==> config.mk <==
export PLATFORM = sky130hd
export DESIGN_NAME = traffic_timing_sequencer
export DESIGN_NICKNAME = d
export VERILOG_FILES = /design/src/rtl/traffic_pkg.sv /design/src/rtl/traffic_dwell_timer.sv /design/src/rtl/traffic_timing_sequencer.sv
export SDC_FILE = /design/constraint.sdc
export NUM_CORES = 1
export LEC_CHECK = 0
export CORE_UTILIZATION = 51
export DETAILED_ROUTE_END_ITERATION = 6
export HOLD_SLACK_MARGIN = 0.06
export PLACE_DENSITY = 0.87
export SETUP_SLACK_MARGIN = 0.5
export SLEW_MARGIN = 20
export SYNTH_ARGS = -nofsm -noshare
export SYNTH_HDL_FRONTEND = slang
export SYNTH_SLANG_ARGS = --single-unit
==> constraint.sdc <==
create_clock -name clk -period 2.2 [get_ports clk]
set_input_delay 0.44 -clock clk [delete_from_list [all_inputs] [get_ports clk]]
set_output_delay 0.44 -clock clk [all_outputs]
set_load 0.01 [all_outputs]
==> src/rtl/traffic_pkg.sv <==
// Shared types and constants for the traffic timing sequencer.
// Light encodings, timing_state indices and the step successor function.
package traffic_pkg;

    typedef enum logic [1:0] {
        RED    = 2'd0,
        GREEN  = 2'd1,
        YELLOW = 2'd2
    } light_e;

    typedef logic [3:0] timing_state_t;

    localparam timing_state_t TS_NS_GREEN  = 4'd0;
    localparam timing_state_t TS_NS_YELLOW = 4'd4;
    localparam timing_state_t TS_EW_GREEN  = 4'd5;
    localparam timing_state_t TS_EW_YELLOW = 4'd9;
    localparam timing_state_t TS_WALK      = 4'd10;
    localparam timing_state_t TS_ALL_RED   = 4'd15;

    // Successor of a timing state; walk is only inserted after the last
    // yellow when a pedestrian is waiting. Anything unexpected restarts.
    function automatic timing_state_t next_ts(
        input timing_state_t ts,
        input logic          ped
    );
        timing_state_t r;
        r = TS_NS_GREEN;
        if (ts < TS_EW_YELLOW) begin
            r = ts + 4'd1;
        end else if (ts == TS_EW_YELLOW) begin
            r = ped ? TS_WALK : TS_NS_GREEN;
        end
        return r;
    endfunction

endpackage

==> src/rtl/traffic_dwell_timer.sv <==
// Dwell counter: counts 0..limit_i on en, wraps to 0 at terminal count.
// Ports: clk, rst (sync), en, clr, limit_i (terminal value), tc_o.
module traffic_dwell_timer #(
    parameter int CW = 6
) (
    input  logic          clk,
    input  logic          rst,
    input  logic          en,
    input  logic          clr,
    input  logic [CW-1:0] limit_i,
    output logic          tc_o
);
    import traffic_pkg::*;

    logic [CW-1:0] cnt_q;
    logic [CW-1:0] cnt_d;

    assign tc_o = (cnt_q == limit_i);

    always_comb begin
        cnt_d = cnt_q;
        if (clr) begin
            cnt_d = '0;
        end else if (en) begin
            cnt_d = tc_o ? '0 : cnt_q + CW'(1);
        end
    end

    always_ff @(posedge clk) begin
        if (rst) begin
            cnt_q <= '0;
        end else begin
            cnt_q <= cnt_d;
        end
    end

endmodule

==> src/rtl/traffic_timing_sequencer.sv <==
// Generates timing_state 0..9 (+ walk 10 on request) for the light decoder.
// Ports: clk, rst, en, ped_req, emergency in; timing_state, ped_ack,
// step_pulse, cycle_done out. Macro TRAFFIC_EMERGENCY_EN enables all-red.
module traffic_timing_sequencer
    import traffic_pkg::*;
#(
    parameter int STEP_TICKS = 50,
    parameter int WALK_TICKS = 100
) (
    input  logic          clk,
    input  logic          rst,
    input  logic          en,
    input  logic          ped_req,
    input  logic          emergency,
    output timing_state_t timing_state,
    output logic          ped_ack,
    output logic          step_pulse,
    output logic          cycle_done
);

    localparam int MAXT = (STEP_TICKS > WALK_TICKS) ? STEP_TICKS
                                                    : WALK_TICKS;
    localparam int CW   = (MAXT > 1) ? $clog2(MAXT) : 1;

    timing_state_t state_q, state_d, nxt;
    logic          step_q, step_d;
    logic          pend_q, pend_d;
    logic [CW-1:0] limit;
    logic          tmr_en, tmr_clr, tc;

    traffic_dwell_timer #(
        .CW(CW)
    ) u_timer (
        .clk     (clk),
        .rst     (rst),
        .en      (tmr_en),
        .clr     (tmr_clr),
        .limit_i (limit),
        .tc_o    (tc)
    );

`ifndef TRAFFIC_EMERGENCY_EN
    logic unused_emergency;
    assign unused_emergency = emergency;
`endif

    always_comb begin
        limit   = (state_q == TS_WALK) ? CW'(WALK_TICKS - 1)
                                       : CW'(STEP_TICKS - 1);
        // A request arriving on the 9->10 decision edge counts too.
        nxt     = next_ts(state_q, pend_q | ped_req);
        state_d = state_q;
        step_d  = 1'b0;
        pend_d  = pend_q | ped_req;
        tmr_en  = en;
        tmr_clr = 1'b0;
        if (en && tc) begin
            state_d = nxt;
            step_d  = 1'b1;
            if (nxt == TS_WALK) begin
                pend_d = 1'b0;
            end
        end
`ifdef TRAFFIC_EMERGENCY_EN
        // Emergency overrides the enable; the request latch survives it.
        if (emergency) begin
            state_d = TS_ALL_RED;
            step_d  = 1'b0;
            pend_d  = pend_q | ped_req;
            tmr_en  = 1'b0;
            tmr_clr = 1'b1;
        end else if (state_q == TS_ALL_RED) begin
            state_d = TS_NS_GREEN;
            step_d  = 1'b1;
            pend_d  = pend_q | ped_req;
            tmr_en  = 1'b0;
            tmr_clr = 1'b1;
        end
`endif
    end

    always_ff @(posedge clk) begin
        if (rst) begin
            state_q <= TS_NS_GREEN;
            step_q  <= 1'b0;
            pend_q  <= 1'b0;
        end else begin
            state_q <= state_d;
            step_q  <= step_d;
            pend_q  <= pend_d;
        end
    end

    assign timing_state = state_q;
    assign step_pulse   = step_q;
    assign ped_ack      = step_q && (state_q == TS_WALK);
    assign cycle_done   = step_q && (state_q == TS_NS_GREEN);

endmodule

==> implementation parameters, run 1 <==
Parameter                              Value

Floorplan
  Die span in y    40.9 um
  Die Footprint    1670 um^2
  Overall die width    40.9 um
  Starting density of the core    57.1%
  Total number of placement rows    13
  Core box area    1350 um^2
  IO Count    12

Power
  Combinational power share    6.1%
  Internal power    322 uW
  Net switching component of the power    93.1 uW
  Overall power    415 uW
  Proportion of power drawn by the clock network    35.1%
  Fraction of power consumed by sequential logic    58.7%
  Worst IR Drop VDD    0.000356 V
  Power density normalized to cell area    409 nW/um^2
  Fraction of power spent switching nets    22.4%
  Leakage power of the design    0.396 nW

Routing
  DRT antenna net count    0
  Detail-routed net length per standard cell    15.4 um
  Highest Signal Layer    met4
  Met3 wirelength from detailed routing    58 um
  Number of remaining DRC errors    0
  Via Count    738
  Sum of met2 wire segment lengths after detailed routing    958 um
  Routed length on met1    893 um
  DR pass1 iterations    5
  Initial drt markers    28
  Detail-routed via count per cell    5.86
  Routed wire length    1940 um

Clock tree
  Sinks on Clock Net    13
  Num CTS Buffers    3
  CTS tree    built
  Worst-Skew Late Latency    0.28 ns
  Clock edge transition at the registers on the reported setup and hold paths    0.08 ns
  H-tree depth    1
  CTS Root Buffer Type    sky130_fd_sc_hd__clkbuf_4
  Maximum buffer depth of the clock tree    2

STA
  Slew @ Worst Pin    0.368 ns
  Number of slew-limit violations in the final report    0
  Clock tree skew after final layout    0.00791 ns
  Crit path time final    1.78 ns
  Share of the clock period used by the worst path    81.1%
  Endpoints failing setup    0
  Setup repair after global routing missed its margin    true
  Slew HR    75.2%
  Post-Route Setup TNS    0 ns
  Final hold vios    0
  Fin worst setup slack    0.416 ns
  Max Clk Rate    561 MHz

Place
  Last weighted congestion value of the routability-driven placer    0.811
  Half-perimeter wire length of the detailed placement result    1180 um
  Placed instance area    901 um^2
  Inst Count DP    116
  Post-placement worst setup slack    0.284 ns
  Number of I/O port buffers    10

Worst hold path
  Hold Crit Endpoint    pend_q
  HP Class    reg -> reg
  Hold depth    3
  Worst min-delay path startpoint    pend_q

Global routing
  Maximum number of pins on one net before global-route repair    13
  Residual overflow from global routing    0
  Antenna violations before repair    0
  Total global-route track usage    24.3%
  Global-route wire length before repair    2640 um
  Vias in the first global route    635

Yosys
  Arithmetic-cell share of the synthesized area counting full adders, half adders and majority gates    9.74%
  Portion of the post-synthesis area used by sequential elements    33.8%
  Simple-gate portion of the synthesized area    26.5%
  Fraction of the mapped netlist area in compound gates    13.0%
  Instance count of the mapped netlist    91
  Cell area after synthesis    771 um^2
  Number of flip-flops and latches in the synthesized netlist    13
  Dominant combinational cell family by area after synthesis    simple AND/OR/NAND/NOR gates
  Average cell area after synthesis    8.47 um^2
  Yosys synthesis warning count    0
  Cell variety after synth    30
  Post-synthesis net count    102
  Fraction of synthesized cell area in xor and xnor cells    7.95%
  Post-synthesis mux area share    4.55%

Worst setup path
  Critical path endpoint category    flip-flop
  Worst endpoint data arrival time    1.96 ns
  Family with the most delay on the worst path    simple AND/OR/NAND/NOR gates
  Worst Path Max Fanout    5
  Source of the worst register-to-register timing path    u_timer.cnt_q[4]
  Worst path max stage delay    0.44 ns
  WS Path Type    reg -> reg
  Buf+Inv Stages, Crit Path    0
  Required time of the critical path    2.38 ns
  CP startpoint kind    flip-flop
  Critical path cell sequence    or3b_1, mux2_4, or3_4, o32ai_2
  Endpoint of the worst-slack reg-to-reg timing path    timing_state[2]
  Worst Reg-to-Reg Cells    4
  Worst reg2reg setup slack    0.42 ns
  Slowest CP cell    sky130_fd_sc_hd__or3b_1

Layout
  Number of standard cells in the layout, taps in and fillers out    126
  Synth-to-layout area growth    31.8%
  Proportion of layout cells with a drive suffix above 1    23.4%
  Fill cell instance count of the final layout    93
  Post-layout net count    123
  Post-route standard cell area excluding fillers    1020 um^2
  Number of diodes    0

Run status
  Result of the run    completed

Run
  Number of maximum-capacitance constraint violations    0
## layout make-up
cell class	instances	area (um^2)	share of cell area (%)
Multi-Input combinational cell	69	512	50.4
Clock buffer	4	26.3	2.59
Inverter	6	27.5	2.71
Timing Repair Buffer	19	163	16.0
Sequential cell	13	269	26.5
Tap cell	15	18.8	1.85
## placed cells by master, fill, tap and decap left out, types with 2 or more instances in the layout
master | Yosys | layout
sky130_fd_sc_hd__nor3_1 | 10 | 10
sky130_fd_sc_hd__dfxtp_1 | 13 | 10
sky130_fd_sc_hd__nor2_1 | 8 | 8
sky130_fd_sc_hd__buf_4 | 0 | 8
sky130_fd_sc_hd__clkdlybuf4s50_1 | 0 | 6
sky130_fd_sc_hd__nand2_1 | 5 | 5
sky130_fd_sc_hd__a21oi_1 | 5 | 5
sky130_fd_sc_hd__ha_1 | 6 | 5
sky130_fd_sc_hd__inv_1 | 6 | 4
sky130_fd_sc_hd__nand4_1 | 4 | 4
sky130_fd_sc_hd__xor2_1 | 4 | 4
sky130_fd_sc_hd__xnor2_1 | 3 | 3
sky130_fd_sc_hd__o21ai_0 | 3 | 3
sky130_fd_sc_hd__nand2b_1 | 3 | 3
sky130_fd_sc_hd__clkbuf_4 | 0 | 3
sky130_fd_sc_hd__inv_4 | 0 | 2
sky130_fd_sc_hd__nand3b_1 | 2 | 2
sky130_fd_sc_hd__dfxtp_4 | 0 | 2
## flip-flops by register name, indices dropped and copies added, names as in the netlist
signal,flops
pend_q,1
step_pulse,1
u_timer.cnt_q,7
timing_state,4
## power groups by stage
stage	Sequential, mW	Combinational [mW]	Clock (mW)
6_report	0.244	0.0254	0.146
5_1_grt	0.245	0.0284	0.163
3_5_place_dp	0.252	0.0247	0
4_1_cts	0.245	0.0249	0.148
3_3_place_gp	0.251	0.0239	0
2_1_floorplan	0.250	0.0144	0
## cells by family (layout without fill, tap and decap cells)
family | after synthesis | in the layout
AOI/OAI and AO/OA | 15 | 15
xor gates and xnor gates | 7 | 7
adders and majority gates | 6 | 6
buffers and inverters | 9 | 29
DFF | 13 | 13
muxes | 3 | 3
and+or+nand+nor | 38 | 38
## stage by stage
stage | utilization, % | hold slack [ns]
2_1_floorplan | - | 0.510
3_3_place_gp | 66.7 | 0.518
3_5_place_dp | 66.7 | 0.540
4_1_cts | 70.4 | 0.560
5_1_grt | 75.3 | 0.605
6_report | 75.3 | 0.574
## worst register-to-register path, stage by stage, from the launching register on
cell and delay (ns):
sky130_fd_sc_hd__dfxtp_1 0.40, sky130_fd_sc_hd__or3b_1 0.44, sky130_fd_sc_hd__mux2_4 0.32, sky130_fd_sc_hd__or3_4 0.40, sky130_fd_sc_hd__o32ai_2 0.13
## repair_timing
action                     CTS  global route
setup endpoints to repair   14             9
gates cloned                 0             0
pin swaps                    0             6
gates resized for setup     11            13
hold buffers                 0             0
setup buffers                3             3
## worst max-delay path by stage
stage	start	end	slack [ns]	cells after the start
after floorplan	timing_state[0]	timing_state[2]	0.56	6
after global placement	timing_state[0]	ped_ack	0.32	5
after detailed placement	timing_state[0]	ped_ack	0.28	5
after CTS	timing_state[0]	ped_ack	0.45	5
after global routing	timing_state[0]	timing_state[2]	0.39	7
final	u_timer.cnt_q[4]	timing_state[2]	0.42	4
## Yosys cell counts
| cell | number | area [um^2] |
|---|---|---|
| sky130_fd_sc_hd__o32ai_2 | 1 | 16.3 |
| sky130_fd_sc_hd__o21a_1 | 1 | 7.51 |
| sky130_fd_sc_hd__dfxtp_1 | 13 | 260 |
| sky130_fd_sc_hd__nand2b_1 | 3 | 18.8 |
| sky130_fd_sc_hd__nor2_1 | 8 | 30.0 |
| sky130_fd_sc_hd__inv_1 | 6 | 22.5 |
| sky130_fd_sc_hd__a21oi_1 | 5 | 25.0 |
| sky130_fd_sc_hd__a31oi_1 | 1 | 6.26 |
| sky130_fd_sc_hd__nand4_1 | 4 | 25.0 |
| sky130_fd_sc_hd__nor2_2 | 1 | 6.26 |
| sky130_fd_sc_hd__o21ai_0 | 3 | 15.0 |
| sky130_fd_sc_hd__or3b_1 | 1 | 8.76 |
| sky130_fd_sc_hd__nand3b_1 | 2 | 15.0 |
| sky130_fd_sc_hd__o211ai_1 | 1 | 7.51 |
| sky130_fd_sc_hd__xnor2_1 | 3 | 26.3 |
| sky130_fd_sc_hd__nor3_1 | 10 | 50.1 |
| sky130_fd_sc_hd__o21ai_1 | 1 | 5.00 |
| sky130_fd_sc_hd__o32ai_1 | 1 | 8.76 |
| sky130_fd_sc_hd__ha_1 | 6 | 75.1 |
| sky130_fd_sc_hd__mux2_4 | 1 | 15.0 |
| sky130_fd_sc_hd__xor2_1 | 4 | 35.0 |
| sky130_fd_sc_hd__buf_2 | 1 | 5.00 |
| sky130_fd_sc_hd__clkbuf_1 | 2 | 7.51 |
| sky130_fd_sc_hd__mux2i_1 | 2 | 20.0 |
| sky130_fd_sc_hd__and4_1 | 1 | 8.76 |
| sky130_fd_sc_hd__or3_4 | 1 | 11.3 |
| sky130_fd_sc_hd__nand3_1 | 1 | 5.00 |
| sky130_fd_sc_hd__nor4_1 | 1 | 6.26 |
| sky130_fd_sc_hd__nand2_1 | 5 | 18.8 |
| sky130_fd_sc_hd__a311oi_1 | 1 | 8.76 |
## layer usage
layer | track usage (%) | vias up
li1 | - | 369
met1 | 29.9 | 343
met2 | 39.5 | 20
met3 | 3.80 | 6
met4 | 14.2 | 0
met5 | 0 | -
No activity file was read; power rests on OpenSTA's default activity.
==> run 2: changes to the inputs <==
CORE_UTILIZATION = 46   (was 51)
PLACE_DENSITY = 0.84   (was 0.87)
clock period = 1.5 ns   (was 2.2 ns; I/O delays follow)
==> implementation parameters, run 2 (same netlist as run 1, synthesis figures left out) <==
Parameter                              Value

Run status
  Result of the run    complete, but fails checks
  Violations in the final reports    setup timing

STA
  Max Clk Rate    604 MHz
  Slew HR    81.1%
  Endpoints failing setup    14
  Fin worst setup slack    -0.156 ns
  Crit path time final    1.66 ns
  Final hold vios    0
  Share of the clock period used by the worst path    110%
  Slew @ Worst Pin    0.281 ns
  Setup repair after global routing missed its margin    true
  Number of slew-limit violations in the final report    0
  Clock tree skew after final layout    0.00941 ns

Worst setup path
  Worst path max stage delay    0.38 ns
  WS Path Type    reg -> reg
  Critical path cell sequence    inv_4, ha_4, nand3b_1, mux2_4, or3_4, o32ai_2
  Worst endpoint data arrival time    1.84 ns
  Required time of the critical path    1.68 ns
  CP startpoint kind    flip-flop
  Worst Path Max Fanout    4
  Slowest CP cell    sky130_fd_sc_hd__mux2_4
  Critical path endpoint category    flip-flop

Global routing
  Antenna violations before repair    0
  Residual overflow from global routing    0
  Maximum number of pins on one net before global-route repair    13
  Global-route wire length before repair    3650 um
  Vias in the first global route    833
  Total global-route track usage    26.5%

Power
  Worst IR Drop VDD    0.000558 V
  Overall power    611 uW
  Leakage power of the design    0.463 nW
  Power density normalized to cell area    535 nW/um^2

Place
  Number of I/O port buffers    10
  Last weighted congestion value of the routability-driven placer    0.883
  Inst Count DP    131
  Post-placement worst setup slack    -0.189 ns
  Placed instance area    1030 um^2
  Half-perimeter wire length of the detailed placement result    1530 um

Clock tree
  H-tree depth    1
  Clock edge transition at the registers on the reported setup and hold paths    0.08 ns
  Sinks on Clock Net    13
  CTS tree    built
  Worst-Skew Late Latency    0.28 ns
  Maximum buffer depth of the clock tree    2
  Num CTS Buffers    3
  CTS Root Buffer Type    sky130_fd_sc_hd__clkbuf_4

Layout
  Commonest cells after routing, fill and taps aside    sky130_fd_sc_hd__buf_4 (18), sky130_fd_sc_hd__nor3_1 (9), sky130_fd_sc_hd__dfxtp_1 (9)
  Register cell area after layout    270 um^2
  Fill cell instance count of the final layout    116
  Proportion of layout cells with a drive suffix above 1    41.1%
  Number of standard cells in the layout, taps in and fillers out    140
  Post-route standard cell area excluding fillers    1140 um^2
  Number of flip-flops in the largest register    7
  Post-layout net count    136
  Register name with the most flops    u_timer.cnt_q
  Most frequent standard cell in the layout excluding fill and tap cells    sky130_fd_sc_hd__buf_4
  Footprint of the multi-input gates    541 um^2
  Number of diodes    0
  Synth-to-layout area growth    48.4%

Routing
  Via Count    807
  Routed wire length    2160 um
  Initial drt markers    42
  Detail-routed net length per standard cell    15.4 um
  DRT antenna net count    0
  DR pass1 iterations    4
  Detail-routed via count per cell    5.76
  Number of remaining DRC errors    0

Floorplan
  Starting density of the core    50.0%
  Die span in y    42.9 um
  Overall die width    42.9 um
  IO Count    12
  Core box area    1540 um^2
  Total number of placement rows    14
  Die Footprint    1840 um^2

Worst hold path
  HP Class    reg -> reg

Run
  Number of maximum-capacitance constraint violations    0
[run 2: changes by cell type in the layout (fill, tap and decap cells not counted), moves of 2 or more]
cell	change
sky130_fd_sc_hd__inv_1	-2
sky130_fd_sc_hd__buf_4	+10
sky130_fd_sc_hd__clkdlybuf4s50_1	-3
sky130_fd_sc_hd__inv_2	+3
sky130_fd_sc_hd__buf_2	+3
sky130_fd_sc_hd__buf_6	+5
sky130_fd_sc_hd__o21ai_2	+2
sky130_fd_sc_hd__o21ai_0	-2
[run 2: cell type report]
class                           instances  share of cell area [%]
Sequential cell                        13                    23.6
Clock buffer                            4                    2.30
Inverter                                6                    2.19
Timing Repair Buffer                   32                    22.9
Multi-Input combinational cell         69                    47.3
Tap cell                               16                    1.75
[run 2: final timing paths]
| path | end | start | cells after the start | slack [ns] |
|---|---|---|---|---|
| setup reg to reg | timing_state[2] | timing_state[0] | 6 | -0.16 |
| hold reg to reg | pend_q | pend_q | 3 | 0.59 |
| setup / recovery | timing_state[2] | timing_state[0] | 6 | -0.16 |
| hold / removal | pend_q | pend_q | 3 | 0.59 |
[run 2: what timing repair did]
action,CTS,global route
resized for setup,45,2
hold buffers,0,0
endpoints found under the setup margin,19,19
setup buffers,5,0
pin swaps,7,1
[run 2: power breakdown]
part	internal (mW)	switching [mW]	leakage [nW]	total (mW)
Combinational	0.0239	0.0211	0.340	0.0450
Sequential	0.349	0.00715	0.108	0.356
Clock	0.103	0.107	0.0150	0.210
Total	0.476	0.135	0.463	0.611
[run 2: critical path, delay by kind of cell, from the launching register on]
family | cells | cell delay (ns)
AO/OA/AOI/OAI | 1 | 0.11
adder cells (fa/ha/maj) | 1 | 0.11
buffers and inverters | 1 | 0.06
flip-flops | 1 | 0.36
multiplexers | 1 | 0.38
AND/OR/NAND/NOR | 2 | 0.54
[run 2: metrics by stage]
step           util, %  hold slack, ns  setup TNS, ns
2_1_floorplan        -           0.418        -0.0507
3_3_place_gp      66.9           0.558         -0.536
3_5_place_dp      66.9           0.566          -1.10
4_1_cts           73.5           0.583         -0.746
5_1_grt           74.2           0.627          -2.31
6_report          74.2           0.585          -1.41
[run 2: per-layer routing]
| metal | GRT usage, % | vias up | part of all wire (%) |
|---|---|---|---|
| li1 | - | 390 | - |
| met1 | 29.2 | 379 | 40 |
| met2 | 47.6 | 30 | 53 |
| met3 | 3.40 | 8 | 4.4 |
| met4 | 15.8 | 0 | 2.3 |
| met5 | 0 | - | 0 |
==> run 3: changes to the inputs <==
RECOVER_POWER = 100   (was default)
==> implementation parameters, run 3 (same netlist as run 1, synthesis figures left out) <==
Parameter                              Value

Layout
  Commonest cells after routing, fill and taps aside    sky130_fd_sc_hd__buf_4 (17), sky130_fd_sc_hd__dfxtp_1 (10), sky130_fd_sc_hd__nor3_1 (9)
  Proportion of layout cells with a drive suffix above 1    39.5%
  Number of flip-flops in the largest register    7
  Synth-to-layout area growth    47.7%
  Register cell area after layout    269 um^2
  Register name with the most flops    u_timer.cnt_q
  Post-layout net count    136
  Most frequent standard cell in the layout excluding fill and tap cells    sky130_fd_sc_hd__buf_4
  Number of diodes    0
  Post-route standard cell area excluding fillers    1140 um^2
  Core occupancy in the finished layout    73.9%
  Fill cell instance count of the final layout    117
  Footprint of the multi-input gates    541 um^2

Routing
  Detail-routed via count per cell    5.78
  Number of remaining DRC errors    0
  Detail-routed net length per standard cell    15.4 um
  Initial drt markers    39
  DR pass1 iterations    4
  Routed wire length    2150 um
  DRT antenna net count    0
  Via Count    809

Power
  Power density normalized to cell area    536 nW/um^2
  Leakage power of the design    0.458 nW
  Overall power    610 uW
  Worst IR Drop VDD    0.000558 V

Worst setup path
  Required time of the critical path    1.68 ns
  Worst path max stage delay    0.38 ns
  Worst endpoint data arrival time    1.83 ns
  Critical path endpoint category    flip-flop
  CP startpoint kind    flip-flop
  Critical path cell sequence    inv_4, ha_4, nand3b_1, mux2_4, or3_4, o32ai_2
  Slowest CP cell    sky130_fd_sc_hd__mux2_4
  WS Path Type    reg -> reg
  Worst Path Max Fanout    4

Global routing
  Residual overflow from global routing    0
  Global-route wire length before repair    3650 um
  Vias in the first global route    833
  Maximum number of pins on one net before global-route repair    13
  Antenna violations before repair    0
  Total global-route track usage    26.5%

Clock tree
  Sinks on Clock Net    13
  Num CTS Buffers    3
  Maximum buffer depth of the clock tree    2
  H-tree depth    1
  Clock edge transition at the registers on the reported setup and hold paths    0.08 ns
  CTS Root Buffer Type    sky130_fd_sc_hd__clkbuf_4
  Worst-Skew Late Latency    0.28 ns
  CTS tree    built

STA
  Setup repair after global routing missed its margin    true
  Slew HR    81.1%
  Endpoints failing setup    14
  Max Clk Rate    605 MHz
  Clock tree skew after final layout    0.00941 ns
  Crit path time final    1.65 ns
  Slew @ Worst Pin    0.281 ns
  Number of slew-limit violations in the final report    0
  Final hold vios    0
  Share of the clock period used by the worst path    110%
  Worst hold slack    0.585 ns
  Fin worst setup slack    -0.153 ns

Run status
  Violations in the final reports    setup timing
  Result of the run    complete, but fails checks

Worst hold path
  HP Class    reg -> reg

Place
  Half-perimeter wire length of the detailed placement result    1530 um
  Placed instance area    1030 um^2
  Number of I/O port buffers    10
  Last weighted congestion value of the routability-driven placer    0.883

Floorplan
  IO Count    12
  Die span in y    42.9 um
  Die Footprint    1840 um^2
  Total number of placement rows    14
  Starting density of the core    50.0%
  Core box area    1540 um^2
  Overall die width    42.9 um

Run
  Number of maximum-capacitance constraint violations    0
[run 3: critical path: cells and delay by family, from the launching register on]
family / cells / cell delay (ns)
flops: 1 / 0.36
compound gates: 1 / 0.11
buf+inv: 1 / 0.06
fa+ha+maj: 1 / 0.12
simple gates: 2 / 0.53
mux: 1 / 0.38
[run 3: per-layer routing]
| layer | up-vias | wire [um] | track usage (%) |
|---|---|---|---|
| li1 | 391 | - | - |
| met1 | 380 | 862 | 29.2 |
| met3 | 8 | 95 | 3.40 |
| met2 | 30 | 1150 | 47.6 |
| met4 | 0 | 50 | 15.8 |
| met5 | - | 0 | 0 |
[run 3: final cells by class]
| type | count | share of cell area [%] |
|---|---|---|
| timing repair buffer | 32 | 22.6 |
| multi-input combinational | 69 | 47.5 |
| clock buffer | 4 | 2.31 |
| tap | 16 | 1.76 |
| inverter | 6 | 2.20 |
| sequential | 13 | 23.6 |
[run 3: final timing paths]
kind	start	end	slack (ns)	depth (start not counted)
min	pend_q	pend_q	0.59	3
min reg2reg	pend_q	pend_q	0.59	3
max reg2reg	timing_state[0]	timing_state[2]	-0.15	6
max	timing_state[0]	timing_state[2]	-0.15	6
[run 3: repair_timing]
item                                    CTS  global route
gates resized for setup                  45             2
endpoints found under the setup margin   19            19
pin swaps                                 7             1
hold buffers                              0             0
buffers inserted                          5             0
[run 3: power breakdown]
group | total (mW) | internal, mW | switching [mW]
logic | 0.0438 | 0.0227 | 0.0211
clock network | 0.210 | 0.103 | 0.107
registers | 0.356 | 0.349 | 0.00715
[run 3: through the flow]
stage	std cells	setup WS, ns	setup TNS, ns
after floorplan	91	-0.0507	-0.0507
after global placement	131	-0.108	-0.536
after detailed placement	131	-0.189	-1.10
after CTS	140	-0.103	-0.746
after global routing	140	-0.200	-2.31
final	140	-0.153	-1.37
